[config.mk]
export PLATFORM = sky130hd
export DESIGN_NAME = p21_gamectrl
export DESIGN_NICKNAME = d
export VERILOG_FILES = /design/src/rtl/p21_game_pkg.sv /design/src/rtl/p21_debounce.sv /design/src/rtl/p21_gamectrl.sv
export SDC_FILE = /design/constraint.sdc
export NUM_CORES = 1
export LEC_CHECK = 0
export BUFFER_PORTS_ARGS = -buffer_cell sky130_fd_sc_hd__buf_4
export CORE_UTILIZATION = 57
export DETAILED_ROUTE_END_ITERATION = 16
export PLACE_DENSITY_LB_ADDON = 0.3
export SYNTH_ARGS = -nofsm -noshare
export SYNTH_HDL_FRONTEND = slang
export SYNTH_SLANG_ARGS = --single-unit
[constraint.sdc]
create_clock -name clk -period 2.2 [get_ports clk]
set_input_delay 0.11 -clock clk [delete_from_list [all_inputs] [get_ports clk]]
set_output_delay 0.11 -clock clk [all_outputs]
set_load 0.005 [all_outputs]
[src/rtl/p21_game_pkg.sv]
// Shared definitions for the runner game controller: state encoding, score width, default timing.
package p21_game_pkg;

  typedef enum logic [1:0] {
    ATTRACT = 2'd0,
    RUN     = 2'd1,
    DEAD    = 2'd2
  } state_t;

  localparam int BCD_W = 16;

  localparam int DEF_DEBOUNCE_CYCLES = 250000;
  localparam int DEF_SCORE_DIV       = 6;
  localparam int DEF_DEAD_HOLD       = 60;

endpackage

[src/rtl/p21_debounce.sv]
// Button synchronizer and debouncer; press lands two sync clocks plus DEBOUNCE_CYCLES after a stable edge.
// No backpressure: level and press are free-running registered outputs.
module p21_debounce
  import p21_game_pkg::*;
#(
  parameter int DEBOUNCE_CYCLES = DEF_DEBOUNCE_CYCLES
) (
  input  logic clk,
  input  logic rst_n,
  input  logic btn,
  output logic level,
  output logic press
);

  localparam int CW = $clog2(DEBOUNCE_CYCLES + 1);
  localparam logic [CW-1:0] CNT_LAST = CW'(DEBOUNCE_CYCLES - 1);

  logic [1:0]    sync;
  logic [CW-1:0] cnt;

  always_ff @(posedge clk or negedge rst_n) begin
    if (!rst_n) begin
      sync  <= '0;
      cnt   <= '0;
      level <= 1'b0;
      press <= 1'b0;
    end else begin
      sync  <= {sync[0], btn};
      press <= 1'b0;
      // Any sample that agrees with the accepted level restarts the run.
      if (sync[1] == level) begin
        cnt <= '0;
      end else if (cnt == CNT_LAST) begin
        cnt   <= '0;
        level <= sync[1];
        press <= sync[1];
      end else begin
        cnt <= cnt + CW'(1);
      end
    end
  end

endmodule

[src/rtl/p21_gamectrl.sv]
// Runner game controller (ATTRACT/RUN/DEAD, BCD score); outputs registered, one clock after inputs.
// No backpressure. Define P21_HISCORE_EN to keep a high-score register, otherwise hiscore is 0000.
module p21_gamectrl
  import p21_game_pkg::*;
#(
  parameter int DEBOUNCE_CYCLES = DEF_DEBOUNCE_CYCLES,
  parameter int SCORE_DIV       = DEF_SCORE_DIV,
  parameter int DEAD_HOLD       = DEF_DEAD_HOLD
) (
  input  logic             clk,
  input  logic             sys_rst_n,
  input  logic             btn_jump,
  input  logic             frame_tick,
  input  logic             collision,
  output logic             halt,
  output logic             game_over,
  output logic             jump,
  output logic [BCD_W-1:0] score,
  output logic [BCD_W-1:0] hiscore
);

  localparam int FW = $clog2(SCORE_DIV + 1);
  localparam int HW = $clog2(DEAD_HOLD + 1);
  localparam logic [FW-1:0]    FRAME_LAST = FW'(SCORE_DIV - 1);
  localparam logic [HW-1:0]    HOLD_MAX   = HW'(DEAD_HOLD);
  localparam logic [BCD_W-1:0] SCORE_MAX  = 16'h9999;

  state_t           state, state_nx;
  logic [FW-1:0]    frame_cnt, frame_nx;
  logic [HW-1:0]    hold_cnt, hold_nx;
  logic [BCD_W-1:0] score_nx, score_inc;
  logic             jump_nx, carry;
  logic             btn_level, btn_press, start;

  p21_debounce #(
    .DEBOUNCE_CYCLES(DEBOUNCE_CYCLES)
  ) u_debounce (
    .clk   (clk),
    .rst_n (sys_rst_n),
    .btn   (btn_jump),
    .level (btn_level),
    .press (btn_press)
  );

  assign start = btn_press & btn_level;

  always_comb begin
    state_nx  = state;
    score_nx  = score;
    frame_nx  = frame_cnt;
    hold_nx   = hold_cnt;
    jump_nx   = 1'b0;
    score_inc = score;
    carry     = 1'b1;
    for (int i = 0; i < 4; i++) begin
      if (carry) begin
        if (score[4*i +: 4] == 4'd9) begin
          score_inc[4*i +: 4] = 4'd0;
        end else begin
          score_inc[4*i +: 4] = score[4*i +: 4] + 4'd1;
          carry = 1'b0;
        end
      end
    end

    case (state)
      ATTRACT: begin
        if (start) begin
          state_nx = RUN;
          score_nx = '0;
          frame_nx = '0;
        end
      end
      RUN: begin
        // A collision wins over everything else arriving in the same clock.
        if (collision) begin
          state_nx = DEAD;
          hold_nx  = '0;
        end else begin
          jump_nx = start;
          if (frame_tick) begin
            if (frame_cnt == FRAME_LAST) begin
              frame_nx = '0;
              if (score != SCORE_MAX) score_nx = score_inc;
            end else begin
              frame_nx = frame_cnt + FW'(1);
            end
          end
        end
      end
      DEAD: begin
        if (start && hold_cnt == HOLD_MAX) begin
          state_nx = RUN;
          score_nx = '0;
          frame_nx = '0;
        end else if (frame_tick && hold_cnt != HOLD_MAX) begin
          hold_nx = hold_cnt + HW'(1);
        end
      end
      default: state_nx = ATTRACT;
    endcase
  end

  always_ff @(posedge clk or negedge sys_rst_n) begin
    if (!sys_rst_n) begin
      state     <= ATTRACT;
      frame_cnt <= '0;
      hold_cnt  <= '0;
      score     <= '0;
      jump      <= 1'b0;
      halt      <= 1'b1;
      game_over <= 1'b0;
    end else begin
      state     <= state_nx;
      frame_cnt <= frame_nx;
      hold_cnt  <= hold_nx;
      score     <= score_nx;
      jump      <= jump_nx;
      halt      <= (state_nx != RUN);
      game_over <= (state_nx == DEAD);
    end
  end

`ifdef P21_HISCORE_EN
  // BCD digits order the same way as binary, so a plain magnitude compare works.
  always_ff @(posedge clk or negedge sys_rst_n) begin
    if (!sys_rst_n) begin
      hiscore <= '0;
    end else if (state == RUN && collision && score > hiscore) begin
      hiscore <= score;
    end
  end
`else
  assign hiscore = '0;
`endif

endmodule

* Word level (Yosys, flattened, before mapping) *
Index checks and enable logic that the tools add are counted.

cells by class
  add/sub/neg operators = 7
  equality and inequality tests = 26
  muxes and demuxes = 39
  bitwise gates (word level) = 2
  reduce and logical (&&, ||, !) cells = 12

operator list
  kind                                                              count
  16-bit 2-to-1 mux                                                 6
  16-bit one-hot mux with 3 select lines                            1
  18-bit 2-to-1 mux                                                 2
  4-bit 2-to-1 mux                                                  7
  2-bit inequality test (second input constant)                     12
  8-bit AND reduction                                               3
  18-bit by 1-bit adder with 18-bit output (second input constant)  1
  18-bit == test (second input constant)                            1
  6-bit 2-to-1 mux                                                  3
  4-bit by 1-bit adder with 4-bit output (second input constant)    4
  4-bit == test (second input constant)                             4
  16-bit inequality test (second input constant)                    1
  3-bit 2-to-1 mux                                                  5
  6-bit one-hot mux with 2 select lines                             1
  1-bit 2-to-1 mux                                                  9
  3-bit one-hot mux with 3 select lines                             1
  7-bit AND reduction                                               1
  6-bit by 1-bit adder with 6-bit output (second input constant)    1
  6-bit == test (second input constant)                             1
  2-bit 2-to-1 mux                                                  3
  6-bit inequality test (second input constant)                     1
  2-bit one-hot mux with 3 select lines                             1
  5-bit AND reduction                                               1
  2-bit == test (second input constant)                             2
  other kinds (13)                                                  14

storage, ports and cells
  register bits after elaboration = 52
  output and inout port bits = 35
  logic and storage cells = 100

* Logic depth before layout (Yosys ltp) *
Gate-level depths: netlist of the first run.

  word-level depth = 10
  depth in mapped cells = 8
  gate-level depth less buffers = 7

* Cells and area by module *
From an unflattened synthesis of the first run, not the netlist that was laid out.

second synthesis, totals
  cell total of the unflattened synthesis = 298
  area, all modules = 3044.2 um^2

modules (own cells, without submodules)
  module        times used  cells an instance  area an instance (um^2)
  p21_gamectrl  1           198                1984.4
  p21_debounce  1           100                1059.8

* Worst setup path after synthesis of the first run *
Ideal clock, no wire load.

  path type = reg-to-reg
  from = reg state[1]
  to = reg score[4]
  arrival time = 1.745 ns
  data required time = 2.082 ns
  path slack = 0.337 ns
  cell stages (with the launch flop) = 6
  path buffers = 0
  clock period less this slack = 1.863 ns
  cell sequence = dfrtp_1 or4b_1 or4_4 o211ai_2 nor3_1 a21o_1

on the way
  cells in the longest elaborated chain, start to end = 3

ends and longest elaborated chain
  what                                                                                 RTL line             source
  start, declared                                                                      p21_gamectrl.sv:28   state_t state, state_nx;
  start signal, assigned                                                               p21_gamectrl.sv:114  state <= state_nx;
  2-bit == test (tied with other cells)                                                p21_gamectrl.sv:66   case (state)
  2-bit inequality test (no source line) / 3-bit nonzero test (equally long branches)  --
  8-bit AND reduction (no source line)                                                 --
  end signal, assigned                                                                 p21_gamectrl.sv:117  score <= score_nx;
  end, declared                                                                        p21_gamectrl.sv:18   output logic [BCD_W-1:0] score,

Parallel ways exist; a longest one is shown, timed or not.
A chain may end at the register's enable or synchronous reset.

* Final worst setup path of the first run *
  from = reg score[5]
  to = reg score[0]

on the way
  cells in the longest elaborated chain, start to end = 3

ends and longest elaborated chain
  what                                    RTL line            source
  16-bit inequality test                  p21_gamectrl.sv:84  if (score != SCORE_MAX) score_nx = score_inc;
  2-bit inequality test (no source line)  --
  7-bit AND reduction (no source line)    --

No other way between the ends.

==> flow_summary.yaml, run 1 <==
run_status:
  outcome: "complete, no violations"
global_routing:
  grt_pass1_wl_um: 9050
  grt_pass1_vias: 2018
  antenna_found_initial: 0
  grt.overflow.total: 0
  grt_max_degree: 53
  grt_use_total_pct: 22.2
routing:
  wl_per_cell_um: 13.8
  drc: 0
  wl_um: 5480
  firstDrtPassIters: 4
  routed-via-count: 2174
  avgViaCountPerCell: 5.48
  drt_iter0_drc: 91
  drtAntennaViolNets: 0
worst_setup_path:
  cp.arrival_ns: 2.26
  ff2ff_path_depth: 7
  cp.required_ns: 2.41
  regToRegSetupSlack_ns: 0.14
  start_kind: "register"
  cp_max_fo: 9
  rr_endpoint: "score[0]$_DFFE_PN0P_"
  endpoint_kind: "register"
  r2r_start: "score[5]$_DFFE_PN0P_"
  crit_start: "score[5]$_DFFE_PN0P_"
  worstSetupPathType: "reg -> reg"
placed_design:
  postPlaceCellArea_mm2: 0.00303
  dp.cells: 380
  gp_congestion: 0.847
  portBuffers: 23
  dp_hpwl_um: 3700
clock_tree:
  clk_path_buf_depth: 2
  cts.sinks: 52
  htreeDepth: 2
  clock-root-buffer: "clkbuf_8"
  cts_tree: "built"
  cts_resized: 0
  cts.clk_slew.worst_paths_ns: 0.09
  clkLatencyLatePin_ns: 0.31
  cts_buffers: 5
synthesis:
  netlist.area_leader.share_pct: 45.2
  yosysWarnings: 0
  ys_top_cells_by_count: "dfrtp_1, nor2_1, nand2_1"
  synth_edf_count: 0
  avgSynthCellArea_um2: 9.73
  synth.area.top_cells: "dfrtp_1, ha_1, buf_4"
  synth_cell_types: 47
  ys.flop_type: "dfrtp_1"
  netlist_instances: 290
  async_flop_share_pct: 100
  yosysSeqAreaShare_pct: 46.1
  synth_top_area_cell: "dfrtp_1"
  yosysMostFrequentCell: "dfrtp_1"
  synth_area_mm2: 0.00282
  ys_ff_latch: 52
sta:
  hold_violations: 0
  skew_ns: 0.00377
  finalSetupViolCount: 0
  period_share_pct: 93.5
  rsz0062_at_grt: "no"
  fin_crit_ns: 2.06
  worstMarginPinSlew_ns: 0.636
  fmax_mhz: 486
  whs_ns: 0.161
  slew_viol_final: 0
  max_slew_margin_pct: 57.6
  tns_ns: 0
power:
  power.leakage_nw: 1.45
  p_per_area_mw_per_mm2: 583
  ir_drop_mv: 0.521
floorplan:
  io_pins: 40
  num_rows: 25
  die_y_um: 72.4
  start_util_pct: 59.4
  die_w_um: 72.4
  design.die.area_mm2: 0.00524
  coreArea_mm2: 0.00475
hold_path:
  whs_path_depth: 4
  hold_class: "in -> reg"
  min_to: "frame_cnt[0]$_DFFE_PN0P_"
  hold_start: "frame_tick"
finish:
  fin_util_pct: 67.7
  final_nets: 345
  stdcell_area_mm2: 0.00322
  diodes: 0
  area_growth_pct: 14.0
  stdcell_count: 397
  drive_above_1_share_pct: 15.8
flow_run:
  drv_cap: 0
==> critical path, stage by stage, from the launching register on <==
cell      delay, ns
dfrtp_1        0.44
inv_1          0.07
ha_1           0.18
nand3b_1       0.22
or4_4          0.61
o21ai_2        0.19
nor3_1         0.08
a21o_1         0.16
==> cell families after synthesis <==
| logic type | share of synthesized area [%] |
|---|---|
| buffers and inverters | 6.25 |
| XOR/XNOR | 6.21 |
| other | 0.133 |
| flip-flops | 46.1 |
| adder cells (fa/ha/maj) | 4.88 |
| AO/OA/AOI/OAI | 11.0 |
| multiplexers | 1.15 |
| AND/OR/NAND/NOR | 24.2 |
==> what timing repair did <==
item / 4_1_cts / 5_1_grt
setup buffers: 0 / 6
hold buffers: 3 / 0
setup endpoints to repair: 0 / 1
hold endpoints to repair: 53 / 0
==> layout make-up <==
class	count	area [µm²]
fillers	397	1540
clock inverters	2	35.0
clock buffers	6	72.6
multi-input cells	223	1400
flip-flops and latches	52	1300
repair buffers	37	285
well taps	67	83.8
inverters	10	37.5
==> sequential cells by signal, indices dropped and copies added, names as in the netlist <==
signal	count
frame_cnt	3
game_over	1
halt	1
hold_cnt	6
jump	1
score	16
state	2
u_debounce.cnt	18
u_debounce.level	1
u_debounce.press	1
u_debounce.sync	2
==> layer usage <==
metal,global-route usage [%],vias to the layer above,wire length (µm)
li1,-,1073,-
met1,29.5,1042,2490
met2,34.7,51,2660
met3,5.56,8,239
met4,9.59,0,87
met5,0,-,0
==> where the power goes <==
group | internal [mW] | switching [mW]
combinational | 0.0658 | 0.0995
clock | 0.338 | 0.315
sequential | 1.00 | 0.0558
total | 1.41 | 0.471
==> cell usage in the layout, fill, tap and decap left out, types with 4 or more instances in the layout <==
cell type   n
clkbuf_8    5
o21ai_0    21
nor3_1      8
xor2_1      9
conb_1     16
o31ai_1     5
or4_1       4
nor2b_1     4
buf_4      34
dfrtp_1    51
nand4_1     9
a21o_1      4
nand2_1    25
nand3_1    17
ha_1       11
a21oi_1     4
nor2_1     31
inv_1      10
nor4_1      4
xnor2_1    11
==> stage by stage <==
| step | power (mW) | worst slack (ns) |
|---|---|---|
| 3_5_place_dp | 1.24 | 0.127 |
| 4_1_cts | 1.89 | 0.112 |
| 2_1_floorplan | 1.20 | 0.337 |
| 3_3_place_gp | 1.23 | 0.159 |
| 6_report | 1.88 | 0.144 |
| 5_1_grt | 1.96 | 0.00528 |
==> worst max-delay path by stage <==
stage / end / slack, ns / cells after the start
after floorplan: score[4]$_DFFE_PN0P_ / 0.34 / 5
after global placement: score[4]$_DFFE_PN0P_ / 0.16 / 7
after detailed placement: score[4]$_DFFE_PN0P_ / 0.13 / 7
after CTS: score[4]$_DFFE_PN0P_ / 0.11 / 7
after global routing: score[4]$_DFFE_PN0P_ / 0.005 / 7
final: score[0]$_DFFE_PN0P_ / 0.14 / 7
Note: power is estimated with default switching activity, not from simulation.
==> inputs of run 2 (changes only) <==
- CORE_UTILIZATION: 57 -> 58
- GPL_ROUTABILITY_DRIVEN: unset -> 1
- SYNTH_HIERARCHICAL: unset -> 1
==> run 2 against run 1 <==
Against the previous run: register-to-register slack improved by 0.096 ns; sequential share of layout area fell by 1.5 points; largest power group unchanged; combinational power fell by 67%; via count rose by 1.9%; area after synthesis rose by 7.8%; clock power fell by 20%; first-iteration DRC count fell by 2.2%; critical path depth did not move; die area rose by 5.8%; worst hold slack got worse by 0.0034 ns; design area rose by 3.9%.
==> flow_summary.yaml, run 2 <==
run_status:
  outcome: "complete, no violations"
placed_design:
  gp_congestion: 0.795
  postPlaceCellArea_mm2: 0.00323
  dp.cells: 389
  dp_hpwl_um: 4010
  portBuffers: 23
  post-place-ws_ns: 0.268
synthesis:
  yosysWarnings: 6
  synth_top_area_cell: "dfrtp_1"
  yosys.area_share.simple_pct: 22.4
  synth_top_family_by_area: "simple AND/OR/NAND/NOR gates"
  yosysSeqAreaShare_pct: 42.8
  synth.area.top_cells: "dfrtp_1, ha_1, buf_4"
  synthAdderAreaFrac_pct: 4.52
  ys.flop_type: "dfrtp_1"
  ys_ff_latch: 52
  async_flop_share_pct: 100
  yosysMostFrequentCell: "dfrtp_1"
  avgSynthCellArea_um2: 10.2
  netlist_instances: 298
  synth-compound-area-share_pct: 12.0
  ys_top_cells_by_count: "dfrtp_1, nor2_1, nand2_1"
  synth_cell_types: 61
  synth_area_mm2: 0.00304
  synthMuxAreaShare_pct: 5.63
  synth_edf_count: 0
  synth_xor_area_share_pct: 5.47
  netlist.area_leader.share_pct: 41.9
hold_path:
  hold_class: "in -> reg"
clock_tree:
  cts_tree: "built"
  clk_path_buf_depth: 2
  cts_resized: 0
  clock-root-buffer: "clkbuf_8"
  clkLatencyLatePin_ns: 0.30
  cts_buffers: 5
  cts.sinks: 52
  htreeDepth: 2
  cts.clk_slew.worst_paths_ns: 0.09
floorplan:
  start_util_pct: 60.0
  design.die.area_mm2: 0.00554
  die_y_um: 74.4
  io_pins: 40
  num_rows: 26
  coreArea_mm2: 0.00507
  die_w_um: 74.4
sta:
  setup_ws_ns: 0.240
  finalSetupViolCount: 0
  skew_ns: 0.00950
  whs_ns: 0.157
  tns_ns: 0
  hold_violations: 0
  fin_crit_ns: 1.96
  rsz0062_at_grt: "no"
  slew_viol_final: 0
  max_slew_margin_pct: 57.3
  period_share_pct: 89.1
  fmax_mhz: 510
  worstMarginPinSlew_ns: 0.641
routing:
  drc: 0
  avgViaCountPerCell: 5.54
  wl_met2_um: 2660
  drt_iter0_drc: 89
  wl_um: 5580
  drtAntennaViolNets: 0
  m1WireLength_um: 2680
  wl_per_cell_um: 13.9
  routed-via-count: 2216
  top_layer_used: "met4"
  firstDrtPassIters: 4
  routed-wl-met3_um: 145
finish:
  area_growth_pct: 9.82
  final_common_cell: "dfrtp_1"
  final_cell_mix: "dfrtp_1, nor2_1, buf_4, nand2_1, conb_1"
  stdcell_area_mm2: 0.00334
  final_nets: 345
  regMostFlops: "u_debounce/cnt"
  largest_register_ffs: 18
  stdcell_count: 400
  largestRegisters: "u_debounce/cnt x18, score x16, hold_cnt x6"
  drive_above_1_share_pct: 18.5
  diodes: 0
global_routing:
  grt.overflow.total: 0
  grt_pass1_vias: 2063
  grt_max_degree: 53
  grt_pass1_wl_um: 9190
  antenna_found_initial: 0
  grt_use_total_pct: 21.5
worst_setup_path:
  cp_max_fo: 8
  worstPathCellList: "inv_1 -> ha_1 -> and3b_1 -> nand3_1 -> o21a_4 -> o21ai_4 -> mux2_4"
  endpoint_kind: "register"
  cp.required_ns: 2.39
  critPathSlowestCell: "dfrtp_1"
  start_kind: "register"
  cp.arrival_ns: 2.15
  max_stage_delay_ns: 0.43
  worstSetupPathType: "reg -> reg"
flow_run:
  drv_cap: 0
power:
  power.leakage_nw: 1.51
  ir_drop_mv: 0.229
  p_per_area_mw_per_mm2: 463
## run 2: final timing paths
path / end / depth (start not counted) / slack, ns / startpoint
worst max-delay path: score[5]$_DFFE_PN0P_ / 7 / 0.24 / score[9]$_DFFE_PN0P_
worst min-delay path: hold_cnt[1]$_DFFE_PN0P_ / 3 / 0.16 / frame_tick
worst max register to register: score[5]$_DFFE_PN0P_ / 7 / 0.24 / score[9]$_DFFE_PN0P_
worst min register to register: u_debounce/sync[1]$_DFF_PN0_ / 0 / 0.36 / u_debounce/sync[0]$_DFF_PN0_
max in group asynchronous: score[0]$_DFFE_PN0P_ / 2 / 1.40 / sys_rst_n
min in group asynchronous: u_debounce/cnt[16]$_DFF_PN0_ / 2 / 0.37 / sys_rst_n
## run 2: routing by layer
layer / track usage, % / vias up
met5: 0 / -
met4: 7.76 / 0
met3: 4.20 / 8
met2: 33.5 / 35
met1: 29.8 / 1091
li1: - / 1082
## run 2: per-stage QoR
stage / utilization [%] / power [mW]
floorplan: - / 1.03
global placement: 63.7 / 1.04
detailed placement: 63.7 / 1.04
CTS: 65.9 / 1.57
global route: 65.9 / 1.61
finish: 65.9 / 1.55
## run 2: cells by family after synthesis
family / Yosys count
compound gates: 43
xor+xnor: 19
fa+ha+maj: 11
buf+inv: 35
flops: 52
mux: 13
other cells: 1
simple gates: 124
## run 2: timing repair
| item | CTS | global route |
|---|---|---|
| buffers inserted | 0 | 0 |
| hold endpoints to repair | 53 | 0 |
| hold buffers | 3 | 0 |
## run 2: cell type report
cell class                 instances  area, µm²
clock buffer                       7       76.3
clock inverter                     1       5.00
fill                             429       1730
inverter                          13       48.8
multi-input combinational        226       1580
sequential                        52       1300
tap                               70       87.6
timing repair buffer              31        240
## run 2: where the power goes
group | total, mW | leakage (nW) | internal [mW] | switching, mW
logic | 0.0539 | 0.758 | 0.0177 | 0.0362
clock network | 0.525 | 0.0422 | 0.224 | 0.301
registers | 0.968 | 0.706 | 0.961 | 0.00713
## run 2: worst max-delay path, delay by kind of cell, from the launching register on
kind                       cells  cell delay [ns]
AOI/OAI and AO/OA              2             0.51
DFF                            1             0.43
and+or+nand+nor                2             0.35
adders and majority gates      1             0.15
muxes                          1             0.32
buffers and inverters          1             0.07
==> inputs of run 3 (changes only) <==
- CTS_BUF_LIST: unset -> sky130_fd_sc_hd__clkbuf_8
- clock period: 2.2 -> 1.9 ns (I/O delays scaled with it)
==> run 3 against run 2 <==
Against the previous run: worst hold slack worse by 0.027 ns; power rose by 26%; flip-flop and latch count stayed put; non-clock buffer count increased by 32; sequential power rose by 16%; design area rose by 9.5%; global-route usage is 1.0 points higher; final cell count is 8.0% higher; sequential share of layout area down 3.4 points; count of clock-buffer cells in the layout fell by 2; largest power group unchanged.
==> flow_summary.yaml, run 3 (synthesis results as in run 2) <==
hold_path:
  hold_class: "in -> reg"
finish:
  largestRegisters: "u_debounce/cnt x18, score x16, hold_cnt x6"
  multiInputGateArea_mm2: 0.00163
  fin_util_pct: 72.1
  seq_area_mm2: 0.00130
  stdcell_count: 432
  drive_above_1_share_pct: 27.3
  final_cell_mix: "buf_4, dfrtp_1, nor2_1, nand2_1, conb_1"
  largest_register_ffs: 18
  stdcell_area_mm2: 0.00366
  area_growth_pct: 20.2
  fillers: 397
  final_common_cell: "buf_4"
  final_nets: 377
  regMostFlops: "u_debounce/cnt"
  diodes: 0
floorplan:
  start_util_pct: 60.0
  die_w_um: 74.4
  die_y_um: 74.4
  io_pins: 40
  num_rows: 26
  coreArea_mm2: 0.00507
  design.die.area_mm2: 0.00554
routing:
  wl_per_cell_um: 14.0
  drc: 0
  routed-via-count: 2294
  drtAntennaViolNets: 0
  firstDrtPassIters: 4
  drt_iter0_drc: 65
  avgViaCountPerCell: 5.31
  wl_um: 6070
global_routing:
  grt_max_degree: 53
  grt.overflow.total: 0
  grt_pass1_wl_um: 9550
  grt_pass1_vias: 2179
  antenna_found_initial: 0
  grt_use_total_pct: 22.5
placed_design:
  dp.cells: 416
  portBuffers: 23
  post-place-ws_ns: -0.00527
  postPlaceCellArea_mm2: 0.00343
  dp_hpwl_um: 4250
  gp_congestion: 0.815
sta:
  skew_ns: 0.0103
  fmax_mhz: 533
  rsz0062_at_grt: "yes"
  hold_violations: 0
  period_share_pct: 98.7
  slew_viol_final: 0
  max_slew_margin_pct: 58.5
  setup_ws_ns: 0.0252
  worstMarginPinSlew_ns: 0.622
  finalSetupViolCount: 0
  whs_ns: 0.130
  fin_crit_ns: 1.87
  tns_ns: 0
clock_tree:
  cts.clk_slew.worst_paths_ns: 0.10
  htreeDepth: 2
  clock-root-buffer: "clkbuf_8"
  clk_path_buf_depth: 2
  cts_tree: "built"
  cts_buffers: 5
  clkLatencyLatePin_ns: 0.31
  cts.sinks: 52
worst_setup_path:
  cp_max_fo: 7
  max_stage_delay_ns: 0.39
  worstSetupPathType: "reg -> reg"
  endpoint_kind: "register"
  cp.required_ns: 2.10
  start_kind: "register"
  worstPathCellList: "inv_1 -> ha_1 -> and3b_2 -> nand3_4 -> o21a_4 -> o21ai_4 -> mux2_4"
  critPathSlowestCell: "dfrtp_1"
  cp.arrival_ns: 2.07
power:
  p_sw_mw: 0.423
  internal_power_mw: 1.53
  p_per_area_mw_per_mm2: 533
  power_frac_comb_pct: 3.4
  p_seq_share_pct: 57.4
  ir_drop_mv: 0.391
  p_sw_share_pct: 21.7
  power.leakage_nw: 1.73
  totalPowerFinal_mw: 1.95
  clkPwrFrac_pct: 39.2
flow_run:
  drv_cap: 0
run_status:
  outcome: "complete, no violations"
==> run 3: worst max-delay path, delay by kind of cell (launching register included) <==
kind,cells,cell delay [ns]
AO/OA/AOI/OAI,2,0.48
AND/OR/NAND/NOR,2,0.34
buffers and inverters,1,0.06
adder cells (fa/ha/maj),1,0.16
flip-flops,1,0.39
multiplexers,1,0.32
==> run 3: worst paths after layout <==
kind                                                    from                      endpoint  slack, ns  cells past startpoint
min in group asynchronous                          sys_rst_n  u_debounce/cnt[12]$_DFF_PN0_       0.35                      2
worst min register to register  u_debounce/sync[0]$_DFF_PN0_  u_debounce/sync[1]$_DFF_PN0_       0.36                      0
worst max register to register          score[9]$_DFFE_PN0P_          score[5]$_DFFE_PN0P_       0.03                      7
worst min-delay path                              frame_tick       hold_cnt[0]$_DFFE_PN0P_       0.13                      3
max in group asynchronous                          sys_rst_n   u_debounce/cnt[2]$_DFF_PN0_       1.13                      2
worst max-delay path                    score[9]$_DFFE_PN0P_          score[5]$_DFFE_PN0P_       0.03                      7
==> run 3: per-layer routing <==
layer | global-route usage (%) | vias to the layer above | share of wire, %
li1 | - | 1143 | -
met3 | 3.79 | 7 | 2.0
met4 | 6.71 | 0 | 1.2
met5 | 0 | - | 0
met1 | 30.0 | 1107 | 46
met2 | 37.7 | 37 | 51
==> run 3: power groups by stage <==
stage	Combinational, mW	Clock, mW	Sequential (mW)
floorplan	0.0476	0	1.14
finish	0.0653	0.765	1.12
global route	0.0764	0.821	1.12
detailed placement	0.0605	0	1.14
CTS	0.0658	0.781	1.12
global placement	0.0600	0	1.14
==> run 3: timing repair <==
item | CTS | global route
setup endpoints to repair | 6 | 17
endpoints found under the hold margin | 53 | 0
pin swaps | 2 | 6
hold buffers | 3 | 0
setup buffers | 2 | 3
gates resized for setup | 1 | 8
==> run 3: area by class of cell <==
cell class,count,share of cell area (%)
clock buffer,5,1.88
clock inverter,3,1.16
inverter,13,1.33
multi-input combinational,226,44.4
sequential,52,35.6
tap,70,2.39
timing repair buffer,63,13.2
